$ cat src/rtl/seq_sub_divider.sv
// Multi-cycle unsigned restoring divider using trial subtraction (a + ~b + 1).
// One quotient bit per clock, start/done handshake, registered results.
module seq_sub_divider #(
    parameter int N = 32
) (
    input  logic         clk,
    input  logic         rst_n,
    input  logic         start,
    input  logic [N-1:0] dividend,
    input  logic [N-1:0] divisor,
    output logic         busy,
    output logic         done,
    output logic [N-1:0] quotient,
    output logic [N-1:0] remainder,
    output logic         div_by_zero
);

    localparam int CW = $clog2(N);

    typedef enum logic [1:0] {
        S_IDLE,
        S_RUN,
        S_DONE
    } state_t;

    state_t        state;
    logic [N:0]    r;
    logic [N-1:0]  q;
    logic [N-1:0]  d;
    logic [CW-1:0] cnt;

    logic [N:0]    rs;
    logic [N:0]    diff;
    logic [N:0]    r_next;
    logic [N-1:0]  q_next;
    logic          carry;
    logic          nb;

    assign rs = {r[N-1:0], q[N-1]};
    assign {carry, diff} = {1'b0, rs} + {1'b0, ~{1'b0, d}} + (N+2)'(1);
    // A bit shifted out of R's top means the shifted value exceeds any D.
    assign nb = carry | r[N];
    assign r_next = nb ? diff : rs;
    assign q_next = {q[N-2:0], nb};

    always_ff @(posedge clk or negedge rst_n) begin
        if (!rst_n) begin
            state       <= S_IDLE;
            r           <= '0;
            q           <= '0;
            d           <= '0;
            cnt         <= '0;
            busy        <= 1'b0;
            done        <= 1'b0;
            quotient    <= '0;
            remainder   <= '0;
            div_by_zero <= 1'b0;
        end else begin
            case (state)
                S_IDLE: begin
                    done <= 1'b0;
                    if (start) begin
                        if (divisor == '0) begin
                            quotient    <= '1;
                            remainder   <= dividend;
                            div_by_zero <= 1'b1;
                            done        <= 1'b1;
                            state       <= S_DONE;
                        end else begin
                            q     <= dividend;
                            d     <= divisor;
                            r     <= '0;
                            cnt   <= '0;
                            busy  <= 1'b1;
                            state <= S_RUN;
                        end
                    end
                end
                S_RUN: begin
                    q   <= q_next;
                    r   <= r_next;
                    cnt <= cnt + 1'b1;
                    if (cnt == CW'(N-1)) begin
                        quotient    <= q_next;
                        remainder   <= r_next[N-1:0];
                        div_by_zero <= 1'b0;
                        busy        <= 1'b0;
                        done        <= 1'b1;
                        state       <= S_DONE;
                    end
                end
                S_DONE: begin
                    done  <= 1'b0;
                    state <= S_IDLE;
                end
                default: state <= S_IDLE;
            endcase
        end
    end

endmodule

$ cat config.mk
export PLATFORM = sky130hd
export DESIGN_NAME = seq_sub_divider
export DESIGN_NICKNAME = d
export VERILOG_FILES = /design/src/rtl/seq_sub_divider.sv
export SDC_FILE = /design/constraint.sdc
export NUM_CORES = 1
export LEC_CHECK = 0
export ABC_AREA = 1
export ABC_CLOCK_PERIOD_IN_PS = 2300
export CAP_MARGIN = 20
export CORE_MARGIN = 3
export CORE_UTILIZATION = 40
export CTS_BUF_LIST = sky130_fd_sc_hd__clkbuf_2 sky130_fd_sc_hd__clkbuf_4 sky130_fd_sc_hd__clkbuf_8
export DETAILED_ROUTE_END_ITERATION = 6
export HOLD_SLACK_MARGIN = 0.06
export SLEW_MARGIN = 10
export SYNTH_ARGS = -nofsm -noshare
export SYNTH_HDL_FRONTEND = slang
export SYNTH_SLANG_ARGS = --single-unit
$ cat constraint.sdc
create_clock -name clk -period 2.3 [get_ports clk]
set_clock_uncertainty 0.1 [all_clocks]
set_input_delay 0.345 -clock clk [delete_from_list [all_inputs] [get_ports clk]]
set_output_delay 0.345 -clock clk [all_outputs]
set_load 0.01 [all_outputs]
==> parameters.txt, run 1 <==
Parameter                              Value

Clock tree
  Root cell of the clock tree ... clkbuf_8
  TritonCTS clock tree ... built
  Max Buffers Root-to-Sink ... 2
  H-tree levels ... 4
  Clock edge transition at the registers on the reported setup and hold paths ... 0.11 ns
  Clock sinks ... approximately 170
  Clock latency at the later pin of the worst-skew pair ... 0.47 ns
  Clock buffers created by TritonCTS ... 17

Critical path
  CP max FO ... 5
  Critical Path Max Stage Delay ... 0.43 ns
  Startpoint type of the worst setup path ... flip-flop
  Nature of the critical path endpoint ... flip-flop
  Arrival time reported for the critical path endpoint ... ~2.6 ns
  Required arrival time at the worst endpoint ... 2.57 ns
  Series of cell instances along the critical path ... ha_4 > a21oi_2 > and2_4 > nor2_2 > nor2_1 > nand2_2 > nor2_4 > buf_12 > nand2_8 > buf_12 > buf_12 > nand3_2 > nand2_1 > nand2_1 > nand2_1
  Category of the critical setup timing path ... reg2reg
  Critical-path top delay cell ... dfrtp_1

Yosys
  Main synth FF type ... dfrtp_1
  Synth Warn # ... 0
  Synthesized netlist net count ... 1687
  Sequential area share after synthesis ... 0.393
  Number of distinct library cells after synthesis ... 41
  Async S/R FF share, synth ... 1.00
  Number of standard cells after synthesis ... 1582
  Mapped Area ... 10900 sq um
  Number of flip-flops and latches in the synthesized netlist ... around 170
  Count of flip-flops with a built-in enable after synthesis ... 0
  Avg Cell Area, Syn ... 6.88 sq um

Routing
  Per-cell routed wire length ... between 15 and 20 microns
  DRT Wirelength ... 34800 microns
  Number of detailed-routing iterations run before antenna repair ... 7
  Count of vias placed by the detailed router ... about 11000
  Routed vias/inst ... 4.84
  Initial detailed-routing violation count ... 674
  DRC violation count after routing ... 1
  Number of nets with antenna violations after detailed routing ... 0

Outcome
  Run status ... finished, violations left
  Failing checks ... DRC, setup timing

Final layout
  Non-Filler Cell Area, Final ... ~16000 sq um
  Final net count ... about 2000
  Fraction of layout instances using a drive strength above 1 ... 0.267
  Core Util, Final ... 0.591
  Area growth from synthesis to layout ... 43.6%
  Antenna diode count ... 0

Timing
  Worst hold slack ... 0.307 ns
  Worst Tran Pin Value ... just over 0.6 ns
  Final critical-path share of the clock period ... 1.01
  Maximum operating frequency ... 428 MHz
  Final Setup Violations ... 40
  Setup repair after global routing missed its margin ... true
  Max-slew violations ... 0
  Final hold violation count ... 0
  Max_slew headroom ... 0.586
  Min setup slack post-route ... -0.0345 ns
  Clock period minus final worst setup slack ... 2.33 ns

Global route
  Pin count of the biggest net entering global routing ... 101
  Global-route wire length before repair ... 53800 microns
  Number of antenna violations at the first check in global routing ... 0
  Vias in the first global route ... 10100
  Overflow left after global routing ... 0
  Total track usage ... 0.233

Min path
  Min-delay worst type ... in2async

Die
  Placeable core region ... 26400 sq um
  Cell Rows ... 59
  Initial Utilization ... 0.412
  Vertical die dimension ... 171 microns
  Die Area ... about 29000 sq um
  Top-level port count ... 134
  Width of the die ... 171 microns

Pwr
  Worst supply voltage drop on vdd ... just under 0.0009 V
  Pwr dens ... 1660 nW/um^2
  Leak pwr ... ~8.0 nW

Placed design
  Final GP Congestion ... 0.926
  Number of buffer cells added on primary ports ... 133
  Half-perimeter wire length after placement ... 26100 microns
  Cell area after placement ... 13900 sq um

Job
  Max-cap viol count ... 0
==> final cells by class <==
cell class | instances | area (sq um)
Clock buffer | 17 | 234
Clock inverter | 14 | 149
Fill cell | 2525 | 10800
Inverter | 246 | 923
Multi-Input combinational cell | 1104 | 6330
Sequential cell | 171 | 4300
Tap cell | 335 | 419
Timing Repair Buffer | 349 | 3260
==> through the flow <==
stage                     TNS, ns  std cells  total power, mW  setup slack (ns)
after floorplan                 0       1582             13.8             0.132
after global placement     -33.96       2174             20.4            -0.367
after detailed placement   -34.79       2174             20.6            -0.424
after CTS                 -0.0172       2217             24.4          -0.00702
after global routing        -6.53       2236             28.0            -0.138
final                      -0.553       2236             26.0           -0.0345
==> report_power, final <==
| group | leakage (nW) | internal, mW | switching (mW) |
|---|---|---|---|
| Clock | 0.186 | 0.808 | 1.35 |
| Combinational | 5.75 | 8.28 | 10.1 |
| Sequential | 2.07 | 4.44 | 0.975 |
==> synthesized netlist by cell type, types with 3 or more instances <==
master / instances / area (sq um)
a21oi_1: 52 / 260
and2_1: 8 / 50.1
buf_2: 24 / 120
buf_4: 3 / 22.5
clkbuf_1: 31 / 116
dfrtp_1: 171 / 4280
ha_1: 37 / 463
inv_1: 240 / 901
inv_2: 6 / 22.5
nand2_1: 553 / 2080
nand2_2: 3 / 18.8
nand3_1: 74 / 370
nand3_2: 30 / 300
nand4_1: 45 / 282
nor2_1: 126 / 473
nor2_2: 3 / 18.8
nor3_1: 5 / 25.0
o21ai_0: 90 / 450
o21ai_1: 10 / 50.1
or2_1: 16 / 100
or2_2: 16 / 100
xnor2_1: 3 / 26.3
xor2_1: 13 / 114
==> logic make-up after synthesis <==
logic type | count (synthesis) | share of synthesized area
and+or+nand+nor | 887 | 0.358
buffers and inverters | 307 | 0.114
DFF | 171 | 0.393
AOI/OAI and AO/OA | 163 | 0.0776
adders and majority gates | 38 | 0.0444
xor gates and xnor gates | 16 | 0.0129
==> per-layer routing <==
layer / part of all wire / wire, microns / track usage
met5: 0 / 0 / 0
met4: 0.020 / 696 / 0.0605
met3: 0.045 / 1570 / 0.0330
met2: 0.48 / 16600 / 0.388
met1: 0.46 / 16000 / 0.321
==> cells in the final DEF, fill, tap and decap left out, types with 3 or more instances in the layout <==
cell type        instances
clkdlybuf4s50_1        132
nand3_2                 48
nand4_1                 45
dfrtp_2                 15
ha_4                    29
nor3_2                   3
clkbuf_8                17
inv_1                  217
nand2_4                  8
and2_1                   4
a21oi_2                  4
nor2_4                   9
nor2_2                  20
or2_2                   16
buf_12                  20
xnor2_1                  3
and2_4                   4
ha_1                     7
inv_8                    6
nor2_1                 101
dfrtp_1                156
o21ai_1                 11
a21oi_1                 48
or2_1                   16
inv_2                   29
o21ai_0                 88
buf_6                    4
nand2_1                491
nand2_2                 57
clkinvlp_4               3
xor2_1                  12
buf_4                  189
nand3_1                 44
nand3_4                 13
==> what timing repair did <==
item,in CTS,in global routing
hold buffers,1,0
buffers inserted,10,18
pin swaps,28,74
gates resized for setup,90,144
hold endpoints to repair,46,0
endpoints found under the setup margin,67,83
gates cloned,1,1
==> state kept, by name (all words and copies together) (netlist names) <==
register     flops
r               33
d               32
q               32
quotient        32
remainder       32
cnt              5
state            2
busy             1
div_by_zero      1
done             1
==> worst paths after layout <==
kind | cells after the start | from | slack, ns | end
setup / recovery | 15 | r[27] | -0.03 | r[16]
hold / removal | 2 | rst_n | 0.31 | r[6]
setup reg to reg | 15 | r[27] | -0.03 | r[16]
hold reg to reg | 2 | quotient[21] | 0.39 | quotient[21]
max in group asynchronous | 3 | rst_n | 1.10 | remainder[14]
min in group clk | 3 | divisor[29] | 0.36 | d[29]
==> worst max-delay path: cells and delay by family, from the launching register on <==
kind | cells | cell delay, ns
flops | 1 | 0.43
simple gates | 10 | 0.85
buf+inv | 3 | 0.42
compound gates | 1 | 0.16
fa+ha+maj | 1 | 0.28
No activity file was read; power rests on OpenSTA's default activity.
==> run 2: changes to the inputs <==
Settings changed: CORE_UTILIZATION 40 to 45, CTS_BUF_LIST sky130_fd_sc_hd__clkbuf_2 sky130_fd_sc_hd__clkbuf_4 sky130_fd_sc_hd__clkbuf_8 to sky130_fd_sc_hd__clkbuf_16, PLACE_DENSITY set to 0.69.
==> parameters.txt, run 2 (synthesized netlist as in run 1, its figures left out) <==
Parameter                              Value

Outcome
  Run status ... finished, violations left
  Failing checks ... setup timing

Clock tree
  Clock latency at the later pin of the worst-skew pair ... 0.43 ns (-0.04 ns)
  Max Buffers Root-to-Sink ... 2 (unchanged)
  Clock buffers created by TritonCTS ... 17 (unchanged)
  H-tree levels ... 4 (unchanged)
  Clock sinks ... 171 (unchanged)
  Root cell of the clock tree ... clkbuf_16
  Clock edge transition at the registers on the reported setup and hold paths ... 0.08 ns (-0.03 ns)
  TritonCTS clock tree ... built

Timing
  Min setup slack post-route ... -0.0684 ns (-0.0340 ns)
  Worst Tran Pin Value ... 0.622 ns (+0.00153 ns)
  Final Setup Violations ... 46 (+15%)
  Setup repair after global routing missed its margin ... true
  Max_slew headroom ... 0.585 (-0.00102)
  Clock period minus final worst setup slack ... 2.37 ns (+0.0340 ns)
  Max-slew violations ... 0 (unchanged)
  Final hold violation count ... 0 (unchanged)
  Final critical-path share of the clock period ... 1.03 (+0.0148)
  Maximum operating frequency ... 422 MHz (-1.4%)

Routing
  DRT Wirelength ... 36100 microns (+3.9%)
  Per-cell routed wire length ... 16.5 microns (+5.7%)
  Number of nets with antenna violations after detailed routing ... 0 (unchanged)
  Number of detailed-routing iterations run before antenna repair ... 6 (-1)
  DRC violation count after routing ... 0 (-1)
  Routed vias/inst ... 5.12 (+5.8%)
  Initial detailed-routing violation count ... 842 (+25%)
  Count of vias placed by the detailed router ... 11200 (+3.9%)

Global route
  Global-route wire length before repair ... 55300 microns (+2.8%)
  Number of antenna violations at the first check in global routing ... 0 (unchanged)
  Overflow left after global routing ... 0 (unchanged)
  Vias in the first global route ... 10600 (+4.2%)
  Total track usage ... 0.267 (+0.0338)
  Pin count of the biggest net entering global routing ... 101 (unchanged)

Pwr
  Worst supply voltage drop on vdd ... 0.000793 V (-8.9%)
  Leak pwr ... 8.05 nW (+0.47%)
  Pwr dens ... 1720 nW/um^2 (+3.5%)

Die
  Initial Utilization ... 0.461 (+0.0491)
  Placeable core region ... 23600 sq um (-11%)
  Top-level port count ... 134 (unchanged)
  Width of the die ... 161 microns (-5.5%)
  Vertical die dimension ... 161 microns (-5.5%)
  Cell Rows ... 56 (-5.1%)
  Die Area ... 26100 sq um (-11%)

Final layout
  Fraction of layout instances using a drive strength above 1 ... 0.261 (-0.00578)
  Most common library cell in the layout ignoring fill and taps ... nand2_1
  Number of flip-flops in the largest register ... 33 (unchanged)
  Register bank with the most flops ... r
  Non-Filler Cell Area, Final ... 15700 sq um (+0.68%)
  Core Util, Final ... 0.666 (+0.0750)
  Antenna diode count ... 0 (unchanged)
  Area growth from synthesis to layout ... 44.5%
  Layout fillers ... 1946 (-23%)
  Final net count ... 1970 (-1.2%)
  Most frequent cells in the layout ... nand2_1 (498), inv_1 (227), buf_4 (162), dfrtp_1 (155), clkdlybuf4s50_1 (132)

Critical path
  Arrival time reported for the critical path endpoint ... 2.64 ns (+0.04 ns)
  CP max FO ... 6 (+1)
  Startpoint type of the worst setup path ... flip-flop
  Category of the critical setup timing path ... reg2reg
  Nature of the critical path endpoint ... flip-flop
  Required arrival time at the worst endpoint ... 2.57 ns (about the same)

Placed design
  Cell area after placement ... 13800 sq um (-1.1%)
  Number of buffer cells added on primary ports ... 133 (unchanged)
  Half-perimeter wire length after placement ... 25500 microns (-2.1%)
  Final GP Congestion ... 0.953 (+2.9%)

Min path
  Min-delay worst type ... in2async

Job
  Max-cap viol count ... 0 (unchanged)
-- run 2: cell types whose count changed in the layout (fill, tap and decap cells not counted), moves of 7 or more --
cell	previous run	this run
clkbuf_8	17	0
nor2_1	101	94
inv_1	217	227
clkbuf_16	1	20
nand3_1	44	32
nand2_2	57	50
nand3_2	48	65
inv_2	29	18
nand2_1	491	498
buf_4	189	162
nor2_2	20	28
-- run 2: critical path, cell delays in order (launching register included) --
cell and delay (ns):
dfrtp_1 0.44, ha_4 0.34, nand2_4 0.08, inv_4 0.07
nand2_2 0.06, nand2_2 0.08, inv_2 0.05, nand3_4 0.09
nand2_4 0.06, nand2_4 0.08, nand3_4 0.15, nand2_8 0.19
buf_12 0.16, nand3_4 0.09, nand2_2 0.13, nand2_2 0.06
nand2_2 0.06
-- run 2: layout make-up --
cell class	count	area (sq um)	area share
multi-input cells	1104	6350	0.404
flip-flops and latches	171	4300	0.273
repair buffers	325	3130	0.199
inverters	246	926	0.0589
clock buffers	17	425	0.0271
well taps	319	399	0.0254
clock inverters	15	198	0.0126
-- run 2: repair_timing --
action | CTS | global route
setup buffers | 13 | 7
endpoints found under the hold margin | 138 | 0
pin swaps | 11 | 40
cloned | 3 | 3
resized for setup | 78 | 161
hold buffers | 1 | 0
endpoints found under the setup margin | 67 | 105
-- run 2: power by group --
group          internal [mW]  leakage (nW)  switching (mW)
clock network           1.58         0.296            1.49
registers               4.45          2.07            1.04
logic                   8.17          5.68            10.3
-- run 2: per-layer routing --
metal / GRT usage / wire, microns
met5: 0 / 0
met4: 0.0958 / 1340
met3: 0.0349 / 1930
met2: 0.439 / 17100
met1: 0.364 / 15800
-- run 2: worst paths after layout --
kind                                  start            to  slack [ns]  cells past startpoint
worst max-delay path                   r[7]         r[16]       -0.07                     16
max in group asynchronous             rst_n         r[16]        1.22                      3
worst max register to register         r[7]         r[16]       -0.07                     16
worst min register to register  quotient[7]   quotient[7]        0.39                      2
min in group clk                quotient[7]   quotient[7]        0.39                      2
worst min-delay path                  rst_n  remainder[6]        0.25                      2
-- run 2: per-stage QoR --
stage | hold slack (ns) | total power, mW | worst slack (ns) | instances | setup TNS (ns)
6_report | 0.253 | 27.0 | -0.0684 | 2197 | -1.23
3_3_place_gp | 0.148 | 20.0 | -0.260 | 2139 | -22.69
2_1_floorplan | -0.0506 | 13.8 | 0.132 | 1582 | 0
4_1_cts | 0.260 | 24.9 | -0.0356 | 2188 | -0.283
5_1_grt | 0.279 | 28.9 | -0.149 | 2197 | -6.68
3_5_place_dp | 0.147 | 20.3 | -0.288 | 2139 | -26.51
==> run 3: changes to the inputs <==
Settings changed: CORE_UTILIZATION 45 to 51, PLACE_DENSITY 0.69 to 0.77.
==> parameters.txt, run 3 (synthesized netlist as in run 1, its figures left out) <==
Parameter                              Value

Outcome
  Run status ... finished, violations left
  Failing checks ... setup timing

Clock tree
  H-tree levels ... 4 (unchanged)
  Clock edge transition at the registers on the reported setup and hold paths ... 0.07 ns (about the same)
  Clock latency at the later pin of the worst-skew pair ... 0.44 ns (about the same)
  TritonCTS clock tree ... built
  Root cell of the clock tree ... clkbuf_16
  Clock buffers created by TritonCTS ... 17 (unchanged)
  Clock sinks ... 171 (unchanged)
  Max Buffers Root-to-Sink ... 2 (unchanged)

Critical path
  Critical Path Max Stage Delay ... 0.42 ns (-0.02 ns)
  Startpoint of the worst register-to-register path ... r[0]
  Critical-path top delay cell ... dfrtp_1
  Arrival time reported for the critical path endpoint ... 2.69 ns (+0.05 ns)
  Series of cell instances along the critical path ... buf_4 > ha_1 > nand2_1 > nor2_2 > nand3_2 > nand3_2 > nand2_2 > nand2_4 > nand3_4 > nand2_8 > clkbuf_16 > nand3_2 > nand2_1 > nand2_1 > nand2_1
  Startpoint type of the worst setup path ... flip-flop
  Worst r2r path cells ... 15 (-1)
  FF-to-FF End ... r[5]
  Category of the critical setup timing path ... reg2reg
  CP max FO ... 7 (+1)
  Required arrival time at the worst endpoint ... 2.58 ns (about the same)
  Setup slack of the worst register-to-register path ... -0.11 ns (-0.05 ns)
  Most frequent CP cell ... nand2_1
  Nature of the critical path endpoint ... flip-flop

Routing
  DRC violation count after routing ... 0 (unchanged)
  Met1 WL ... 14500 microns (-8.3%)
  Met3 WL ... 1890 microns (-2.4%)
  Initial detailed-routing violation count ... 994 (+18%)
  DRT Wirelength ... 34700 microns (-4.1%)
  Count of vias placed by the detailed router ... 11300 (+0.24%)
  Number of detailed-routing iterations run before antenna repair ... 7 (+1)
  Routed met2 length ... 16800 microns (-1.5%)
  Routed vias/inst ... 5.24 (+2.3%)
  Number of nets with antenna violations after detailed routing ... 0 (unchanged)
  Top Metal Used ... met4
  Per-cell routed wire length ... 16.1 microns (-2.1%)

Final layout
  Most common library cell in the layout ignoring fill and taps ... nand2_1
  Fraction of layout instances using a drive strength above 1 ... 0.223 (-0.0383)
  Register bank with the most flops ... r
  Final net count ... 1974 (+0.20%)
  Most frequent cells in the layout ... nand2_1 (533), inv_1 (231), buf_4 (167), dfrtp_1 (161), clkdlybuf4s50_1 (132)
  Number of flip-flops in the largest register ... 33 (unchanged)
  Area growth from synthesis to layout ... 41.8%
  Layout fillers ... 1520 (-22%)
  Antenna diode count ... 0 (unchanged)
  Area of all sequential standard cells ... 4290 sq um (-0.17%)
  Non-Filler Cell Area, Final ... 15400 sq um (-1.9%)
  Multi-input gate area in the final layout ... 6120 sq um (-3.5%)

Timing
  Worst hold slack ... 0.320 ns (+0.0674 ns)
  Final hold violation count ... 0 (unchanged)
  Max_slew headroom ... 0.621 (+0.0359)
  Clock period minus final worst setup slack ... 2.41 ns (+0.0462 ns)
  Worst Tran Pin Value ... 0.568 ns (-0.0538 ns)
  Max-slew violations ... 0 (unchanged)
  Setup repair after global routing missed its margin ... true
  Final critical-path share of the clock period ... 1.05 (+0.0201)
  Maximum operating frequency ... 414 MHz (-1.9%)
  Final Setup Violations ... 63 (+37%)
  Min setup slack post-route ... -0.115 ns (-0.0462 ns)

Global route
  Pin count of the biggest net entering global routing ... 101 (unchanged)
  Total track usage ... 0.282 (+0.0150)
  Overflow left after global routing ... 0 (unchanged)
  Vias in the first global route ... 10600 (-0.095%)
  Number of antenna violations at the first check in global routing ... 0 (unchanged)
  Global-route wire length before repair ... 53200 microns (-3.9%)

Min path
  Min-delay worst type ... in2async

Placed design
  Worst setup timing slack at the placement stage ... -0.413 ns (-0.125 ns)
  Half-perimeter wire length after placement ... 24400 microns (-4.3%)
  Final GP Congestion ... 0.921 (-3.4%)
  Number of buffer cells added on primary ports ... 133 (unchanged)
  Cell area after placement ... 13700 sq um (-0.28%)

Die
  Vertical die dimension ... 152 microns (-5.8%)
  Top-level port count ... 134 (unchanged)
  Cell Rows ... 52 (-7.1%)
  Die Area ... 23100 sq um (-11%)
  Initial Utilization ... 0.527 (+0.0667)
  Width of the die ... 152 microns (-5.8%)
  Placeable core region ... 20600 sq um (-13%)

Pwr
  Leak pwr ... 8.03 nW (-0.16%)
  Worst supply voltage drop on vdd ... 0.000962 V (+21%)
  Pwr dens ... 1700 nW/um^2 (-1.3%)

Job
  Max-cap viol count ... 0 (unchanged)
==> run 3: changes by cell type in the layout (fill, tap and decap cells not counted), moves of 5 or more <==
| cell | previous run | this run |
|---|---|---|
| a21oi_1 | 44 | 50 |
| nor2_2 | 28 | 16 |
| dfrtp_1 | 155 | 161 |
| nand2_2 | 50 | 21 |
| nand3_2 | 65 | 58 |
| nor2_1 | 94 | 108 |
| nand2_4 | 8 | 2 |
| nand2_1 | 498 | 533 |
| nand3_1 | 32 | 43 |
| a21oi_2 | 7 | 2 |
| buf_4 | 162 | 167 |
| dfrtp_2 | 16 | 10 |
==> run 3: critical path, delay by kind of cell (launching register included) <==
family	cells	cell delay, ns
DFF	1	0.42
and+or+nand+nor	12	1.20
adders and majority gates	1	0.29
buffers and inverters	2	0.34
==> run 3: worst max-delay path by stage <==
stage | from | to | cells past startpoint
floorplan | q[31] | remainder[16] | 14
global placement | divisor[9] | remainder[26] | 10
detailed placement | divisor[9] | remainder[15] | 11
CTS | q[31] | remainder[30] | 17
global route | r[0] | r[5] | 15
finish | r[0] | r[5] | 15
==> run 3: per-layer routing <==
metal	up-vias	global-route usage
li1	5500	-
met1	5238	0.371
met2	442	0.468
met3	91	0.0384
met4	0	0.122
met5	-	0
==> run 3: repair_timing <==
| action | CTS | global route |
|---|---|---|
| hold buffers | 1 | 0 |
| hold endpoints to repair | 44 | 0 |
| pin swaps | 12 | 14 |
| cloned | 0 | 7 |
| endpoints found under the setup margin | 67 | 100 |
| gates resized for setup | 48 | 105 |
| setup buffers | 4 | 15 |
==> run 3: where the power goes <==
part           total (mW)  internal [mW]  switching, mW
combinational        17.8           8.03           9.80
clock                2.91           1.54           1.38
sequential           5.44           4.45          0.990
==> run 3: layout make-up <==
| cell class | count | area share |
|---|---|---|
| clock buffer | 17 | 0.0276 |
| clock inverter | 15 | 0.0101 |
| inverter | 246 | 0.0600 |
| multi-input combinational | 1104 | 0.397 |
| sequential | 171 | 0.278 |
| tap | 270 | 0.0219 |
| timing repair buffer | 329 | 0.205 |
==> run 3: per-stage QoR <==
step           power [mW]  std cells   util  setup TNS (ns)
6_report             26.2       2152  0.748           -2.80
5_1_grt              28.1       2152  0.748           -9.51
4_1_cts              23.9       2130  0.711           -1.10
3_5_place_dp         20.1       2093  0.665          -50.16
3_3_place_gp         19.8       2093  0.665          -45.67
2_1_floorplan        13.8       1582      -               0
